$ cat src/rtl/mem_burst_ctrl_if.sv
// Cache-side and memory-side signal bundle for mem_burst_ctrl.
// master = the burst controller, slave = the cache/memory environment.
interface mem_burst_ctrl_if;
    logic        req_valid;
    logic        req_write;
    logic [31:0] req_addr;
    logic        req_ready;
    logic [3:0]  wb_word_idx;
    logic [31:0] wb_data;
    logic        fill_valid;
    logic [3:0]  fill_idx;
    logic [31:0] fill_data;
    logic        done;
    logic        error;
    logic        mem_cmd_valid;
    logic        mem_cmd_ready;
    logic        mem_cmd_write;
    logic [31:0] mem_cmd_addr;
    logic [31:0] mem_wdata;
    logic        mem_rvalid;
    logic [31:0] mem_rdata;

    modport master (
        input  req_valid, req_write, req_addr, wb_data,
               mem_cmd_ready, mem_rvalid, mem_rdata,
        output req_ready, wb_word_idx, fill_valid, fill_idx, fill_data,
               done, error, mem_cmd_valid, mem_cmd_write, mem_cmd_addr, mem_wdata
    );

    modport slave (
        output req_valid, req_write, req_addr, wb_data,
               mem_cmd_ready, mem_rvalid, mem_rdata,
        input  req_ready, wb_word_idx, fill_valid, fill_idx, fill_data,
               done, error, mem_cmd_valid, mem_cmd_write, mem_cmd_addr, mem_wdata
    );
endinterface

$ cat src/rtl/mem_burst_ctrl.sv
// Cache-line burst controller: write-back (evict) and line-fill bursts to word memory.
// Define MEM_TIMEOUT_EN to add a watchdog that aborts a stalled burst with done+error.
module mem_burst_ctrl #(
    parameter int unsigned LINE_WORDS  = 16,
    parameter int unsigned TIMEOUT_CYC = 255
) (
    input logic              clk,
    input logic              rst_b,
    mem_burst_ctrl_if.master bus
);
    localparam int unsigned IW = $clog2(LINE_WORDS);
    localparam int unsigned CW = IW + 1;

    typedef enum logic [1:0] {IDLE, WB, FILL, DONE} state_t;

    state_t        state;
    logic [25:0]   line_q;
    logic [CW-1:0] cmd_cnt;
    logic [CW-1:0] rsp_cnt;

    logic       cmd_valid;
    logic       cmd_fire;
    logic       rsp_fire;
    logic       last_cmd;
    logic       last_rsp;
    logic [3:0] cmd_idx;
    logic [3:0] rsp_idx;
    logic       unused_addr_bits;

    assign unused_addr_bits = ^bus.req_addr[5:0];

    assign cmd_idx   = 4'(cmd_cnt[IW-1:0]);
    assign rsp_idx   = 4'(rsp_cnt[IW-1:0]);
    assign cmd_valid = (state == WB) || ((state == FILL) && (cmd_cnt < CW'(LINE_WORDS)));
    assign cmd_fire  = cmd_valid && bus.mem_cmd_ready;
    // Responses beyond the issued commands are stray and dropped.
    assign rsp_fire  = (state == FILL) && bus.mem_rvalid && (rsp_cnt < cmd_cnt);
    assign last_cmd  = (cmd_cnt == CW'(LINE_WORDS - 1));
    assign last_rsp  = (rsp_cnt == CW'(LINE_WORDS - 1));

    assign bus.req_ready     = (state == IDLE);
    assign bus.mem_cmd_valid = cmd_valid;
    assign bus.mem_cmd_write = (state == WB);
    // Word index is spliced into the aligned line, so the address cannot carry out of it.
    assign bus.mem_cmd_addr  = cmd_valid ? {line_q, cmd_idx, 2'b00} : '0;
    assign bus.mem_wdata     = (state == WB) ? bus.wb_data : '0;
    assign bus.wb_word_idx   = (state == WB) ? cmd_idx : '0;
    assign bus.fill_valid    = rsp_fire;
    assign bus.fill_idx      = rsp_fire ? rsp_idx : '0;
    assign bus.fill_data     = rsp_fire ? bus.mem_rdata : '0;
    assign bus.done          = (state == DONE);

`ifdef MEM_TIMEOUT_EN
    localparam int unsigned WW = $clog2(TIMEOUT_CYC + 1);

    logic [WW-1:0] wd_cnt;
    logic          err_q;

    assign bus.error = (state == DONE) && err_q;
`else
    assign bus.error = 1'b0;
`endif

    always_ff @(posedge clk or negedge rst_b) begin
        if (!rst_b) begin
            state   <= IDLE;
            line_q  <= '0;
            cmd_cnt <= '0;
            rsp_cnt <= '0;
`ifdef MEM_TIMEOUT_EN
            wd_cnt  <= '0;
            err_q   <= 1'b0;
`endif
        end else begin
            case (state)
                IDLE: begin
                    if (bus.req_valid) begin
                        line_q  <= bus.req_addr[31:6];
                        cmd_cnt <= '0;
                        rsp_cnt <= '0;
                        state   <= bus.req_write ? WB : FILL;
`ifdef MEM_TIMEOUT_EN
                        wd_cnt  <= '0;
                        err_q   <= 1'b0;
`endif
                    end
                end
                WB: begin
                    if (cmd_fire) begin
                        cmd_cnt <= cmd_cnt + CW'(1);
                        if (last_cmd) state <= DONE;
                    end
                end
                FILL: begin
                    if (cmd_fire) cmd_cnt <= cmd_cnt + CW'(1);
                    if (rsp_fire) begin
                        rsp_cnt <= rsp_cnt + CW'(1);
                        if (last_rsp) state <= DONE;
                    end
                end
                default: state <= IDLE;
            endcase
`ifdef MEM_TIMEOUT_EN
            // Any handshake or response restarts the stall count.
            if ((state == WB) || (state == FILL)) begin
                if (cmd_fire || rsp_fire) begin
                    wd_cnt <= '0;
                end else if (wd_cnt == WW'(TIMEOUT_CYC - 1)) begin
                    state <= DONE;
                    err_q <= 1'b1;
                end else begin
                    wd_cnt <= wd_cnt + WW'(1);
                end
            end
`endif
        end
    end
endmodule

$ cat src/flat_wrapper.sv
// flat-port wrapper written by rule: the top's interface ports become plain ports
module mem_burst_ctrl_flat 
#(
    parameter int unsigned LINE_WORDS  = 16,
    parameter int unsigned TIMEOUT_CYC = 255
)
  (clk, rst_b, bus_req_valid, bus_req_write, bus_req_addr, bus_wb_data, bus_mem_cmd_ready, bus_mem_rvalid, bus_mem_rdata, bus_req_ready, bus_wb_word_idx, bus_fill_valid, bus_fill_idx, bus_fill_data, bus_done, bus_error, bus_mem_cmd_valid, bus_mem_cmd_write, bus_mem_cmd_addr, bus_mem_wdata);
  mem_burst_ctrl_if bus_i ();
  input logic clk;
  input logic rst_b;
  input wire logic [$bits(bus_i.req_valid)-1:0] bus_req_valid;
  input wire logic [$bits(bus_i.req_write)-1:0] bus_req_write;
  input wire logic [$bits(bus_i.req_addr)-1:0] bus_req_addr;
  input wire logic [$bits(bus_i.wb_data)-1:0] bus_wb_data;
  input wire logic [$bits(bus_i.mem_cmd_ready)-1:0] bus_mem_cmd_ready;
  input wire logic [$bits(bus_i.mem_rvalid)-1:0] bus_mem_rvalid;
  input wire logic [$bits(bus_i.mem_rdata)-1:0] bus_mem_rdata;
  output wire logic [$bits(bus_i.req_ready)-1:0] bus_req_ready;
  output wire logic [$bits(bus_i.wb_word_idx)-1:0] bus_wb_word_idx;
  output wire logic [$bits(bus_i.fill_valid)-1:0] bus_fill_valid;
  output wire logic [$bits(bus_i.fill_idx)-1:0] bus_fill_idx;
  output wire logic [$bits(bus_i.fill_data)-1:0] bus_fill_data;
  output wire logic [$bits(bus_i.done)-1:0] bus_done;
  output wire logic [$bits(bus_i.error)-1:0] bus_error;
  output wire logic [$bits(bus_i.mem_cmd_valid)-1:0] bus_mem_cmd_valid;
  output wire logic [$bits(bus_i.mem_cmd_write)-1:0] bus_mem_cmd_write;
  output wire logic [$bits(bus_i.mem_cmd_addr)-1:0] bus_mem_cmd_addr;
  output wire logic [$bits(bus_i.mem_wdata)-1:0] bus_mem_wdata;
  assign bus_i.req_valid = bus_req_valid;
  assign bus_i.req_write = bus_req_write;
  assign bus_i.req_addr = bus_req_addr;
  assign bus_i.wb_data = bus_wb_data;
  assign bus_i.mem_cmd_ready = bus_mem_cmd_ready;
  assign bus_i.mem_rvalid = bus_mem_rvalid;
  assign bus_i.mem_rdata = bus_mem_rdata;
  assign bus_req_ready = bus_i.req_ready;
  assign bus_wb_word_idx = bus_i.wb_word_idx;
  assign bus_fill_valid = bus_i.fill_valid;
  assign bus_fill_idx = bus_i.fill_idx;
  assign bus_fill_data = bus_i.fill_data;
  assign bus_done = bus_i.done;
  assign bus_error = bus_i.error;
  assign bus_mem_cmd_valid = bus_i.mem_cmd_valid;
  assign bus_mem_cmd_write = bus_i.mem_cmd_write;
  assign bus_mem_cmd_addr = bus_i.mem_cmd_addr;
  assign bus_mem_wdata = bus_i.mem_wdata;
  mem_burst_ctrl #(.LINE_WORDS(LINE_WORDS), .TIMEOUT_CYC(TIMEOUT_CYC)) u_core (.clk(clk), .rst_b(rst_b), .bus(bus_i));
endmodule
$ cat config.mk
export PLATFORM = sky130hd
export DESIGN_NAME = mem_burst_ctrl_flat
export DESIGN_NICKNAME = d
export VERILOG_FILES = /design/src/rtl/mem_burst_ctrl_if.sv /design/src/rtl/mem_burst_ctrl.sv /design/src/flat_wrapper.sv
export SDC_FILE = /design/constraint.sdc
export NUM_CORES = 1
export LEC_CHECK = 0
export CAP_MARGIN = 20
export CELL_PAD_IN_SITES_DETAIL_PLACEMENT = 1
export CELL_PAD_IN_SITES_GLOBAL_PLACEMENT = 1
export CORE_UTILIZATION = 24
export DETAILED_ROUTE_END_ITERATION = 10
export GPL_ROUTABILITY_DRIVEN = 1
export HOLD_SLACK_MARGIN = 0.06
export MAX_ROUTING_LAYER = met4
export PLACE_DENSITY_LB_ADDON = 0.1
export SYNTH_ARGS = -nofsm -noshare
export SYNTH_HDL_FRONTEND = slang
export SYNTH_SLANG_ARGS = --single-unit
export TNS_END_PERCENT = 100
$ cat constraint.sdc
create_clock -name clk -period 5.2 [get_ports clk]
set_clock_uncertainty 0.1 [all_clocks]
set_input_delay 0.78 -clock clk [delete_from_list [all_inputs] [get_ports clk]]
set_output_delay 0.78 -clock clk [all_outputs]
set_load 0.01 [all_outputs]
==> impl_metrics.env <==
export IMPL_status="finished clean"
export IMPL_worst_ep_required_time_ns=4.32
export IMPL_drv_slew=0
export IMPL_cts_root_buf="clkbuf_8"
export IMPL_fin_ws_ns=1.47
export IMPL_cts_sink_count=38
export IMPL_yosys_warnings=0
export IMPL_multiInputGateArea_um2=1530
export IMPL_yosys_cell_types_count=33
export IMPL_fin_crit_ns=3.73
export IMPL_die_w_um=106
export IMPL_final_area_um2=4880
export IMPL_slew_headroom_pct=40.0
export IMPL_grt_pass1_vias=2809
export IMPL_hp_class="reg -> reg"
export IMPL_die_h_um=106
export IMPL_die_area_um2=11300
export IMPL_fmax_ghz=0.268
export IMPL_vias=2689
export IMPL_tightest_slew_ns=0.900
export IMPL_clock_path_buffers=2
export IMPL_rsz0062_at_grt="false"
export IMPL_wl_per_cell_um=15.3
export IMPL_setup_viol=0
export IMPL_ctsResizeCount=0
export IMPL_fillers=1183
export IMPL_cp_arrival_ns=2.85
export IMPL_period_share_pct=71.8
export IMPL_cts_tree="built"
export IMPL_power_mw=2.43
export IMPL_synthCells=278
export IMPL_final_util_pct=46.9
export IMPL_grtUsageTotal_pct=16.9
export IMPL_clkSlewWorstSetupHoldPaths_ns=0.08
export IMPL_diodes=0
export IMPL_maxCapViolCount=0
export IMPL_postCtsHoldBufs=0
export IMPL_critPathMaxFanout=48
export IMPL_start_util_pct=25.1
export IMPL_place_ws_ns=1.56
export IMPL_vdd_drop_max_mv=0.260
export IMPL_grt_overflow=0
export IMPL_antenna_found_initial=0
export IMPL_dp_hpwl_um=7290
export IMPL_port_buffers=202
export IMPL_seqCellArea_um2=951
export IMPL_fp_row_count=37
export IMPL_area_growth_pct=87.0
export IMPL_reg2reg_slack_ns=2.62
export IMPL_ys_seq_elements=38
export IMPL_cts_buffers_inserted=5
export IMPL_leakagePower_nw=1.97
export IMPL_p_per_area_nw_per_um2=497
export IMPL_drt_initial_drc_count=148
export IMPL_viasPerCell=4.40
export IMPL_ios=212
export IMPL_grt_pass1_wl_um=14600
export IMPL_routed_wl_um=9330
export IMPL_seq_area_frac_synth_pct=36.4
export IMPL_layout_drive_gt1_share_pct=9.68
export IMPL_avgSynthCellArea_um2=9.39
export IMPL_setup_worst_path_end_class="output port"
export IMPL_core_um2=10400
export IMPL_critPathLaunchType="register"
export IMPL_htree_levels=2
export IMPL_placed_area_um2=4740
export IMPL_hold_viol_final=0
export IMPL_post_cts_setup_buffers=0
export IMPL_grt_max_degree=49
export IMPL_syn_cell_area_um2=2610
export IMPL_ant_nets=0
export IMPL_path_class="reg -> out"
export IMPL_drcViolationCount=0
export IMPL_first_pass_iters=4
export IMPL_clock_latency_ns=0.29
export IMPL_place_congestion=0.752
export IMPL_tns_ns=0
export IMPL_nets=588
-- synthesized netlist by cell type, drive strengths merged --
cell type,number,share of area [%]
nor2,11,1.6
buf,9,2.5
and2,72,17
or3,2,0.48
nand3,4,0.77
ha,12,5.7
dfrtp,38,36
and3,4,0.96
o2bb2ai,1,0.34
o2111ai,1,0.34
nand3b,2,0.57
conb,1,0.14
o221ai,2,0.67
a21oi,7,1.3
inv,11,1.6
o21ai,7,1.3
a21o,1,0.29
nand2b,1,0.24
o21a,2,0.57
mux2i,4,1.5
xnor2,1,0.34
nor2b,30,7.2
mux2,30,13
a211oi,3,1.2
nand2,10,1.4
a2bb2oi,1,0.34
clkbuf,10,1.5
a211o,1,0.34
-- cell usage in the layout (no fill, tap or decap), drive strengths merged, types with 6 or more instances in the layout --
cell type	netlist	routed
nor2b	30	30
dfrtp	38	38
inv	11	11
clkdlybuf4s50	0	201
clkbuf	10	6
and2	72	72
nand2	10	10
o21ai	7	7
mux2	30	30
nor2	11	11
a21oi	7	7
ha	12	12
-- layout make-up --
cell class,instances,area share [%]
inverter,11,0.846
multi-input combinational,212,31.4
sequential,38,19.5
clock inverter,2,1.23
timing repair buffer,206,41.9
clock buffer,6,1.69
tap,136,3.48
-- routing by layer --
layer,vias to the layer above,share of wire (%),GRT usage [%],routed length [µm]
met5,-,0,-,0
met4,0,0.75,3.37,70
met3,7,8.1,4.41,753
met2,113,51,30.9,4760
met1,1276,40,18.3,3750
li1,1293,-,-,-
-- worst paths after layout --
kind	startpoint	endpoint	cells after the start
min in group asynchronous	rst_b	u_core.rsp_cnt[4]	1
hold / removal	u_core.line_q[15]	u_core.line_q[15]	1
hold reg to reg	u_core.line_q[15]	u_core.line_q[15]	1
max in group asynchronous	rst_b	u_core.line_q[4]	1
setup reg to reg	u_core.cmd_cnt[2]	u_core.state[0]	8
setup / recovery	u_core.cmd_cnt[2]	bus_fill_idx[1]	8
-- registers in the layout, summed over array words and instances (netlist names) --
name,flops
u_core.state,2
u_core.line_q,26
u_core.rsp_cnt,5
u_core.cmd_cnt,5
-- power breakdown --
group          switching [mW]  internal [mW]
clock network           0.110          0.205
registers              0.0957          0.440
logic                   0.705          0.870
-- critical path: stages (launching register included) --
cell and delay [ns]:
dfrtp_1 0.42, inv_1 0.14, ha_1 0.27, a211oi_2 0.21, o21ai_1 0.15, a211oi_4 0.22, buf_4 0.40, and2_1 0.18
clkdlybuf4s50_1 0.56
-- logic make-up (layout without fill, tap and decap cells) --
kind of cell	count (synthesis)	count (layout)	synth area share, %
fa+ha+maj	12	12	5.75
compound gates	26	26	6.80
simple gates	136	136	30.5
flops	38	38	36.4
other cells	1	3	0.144
mux	34	34	14.5
xor+xnor	1	1	0.335
buf+inv	30	225	5.61
-- stage by stage --
step,hold WS (ns),instances
global route,0.416,611
finish,0.403,611
detailed placement,0.387,603
floorplan,0.371,280
CTS,0.406,611
global placement,0.380,603
Power figures use the tool's default switching activity.
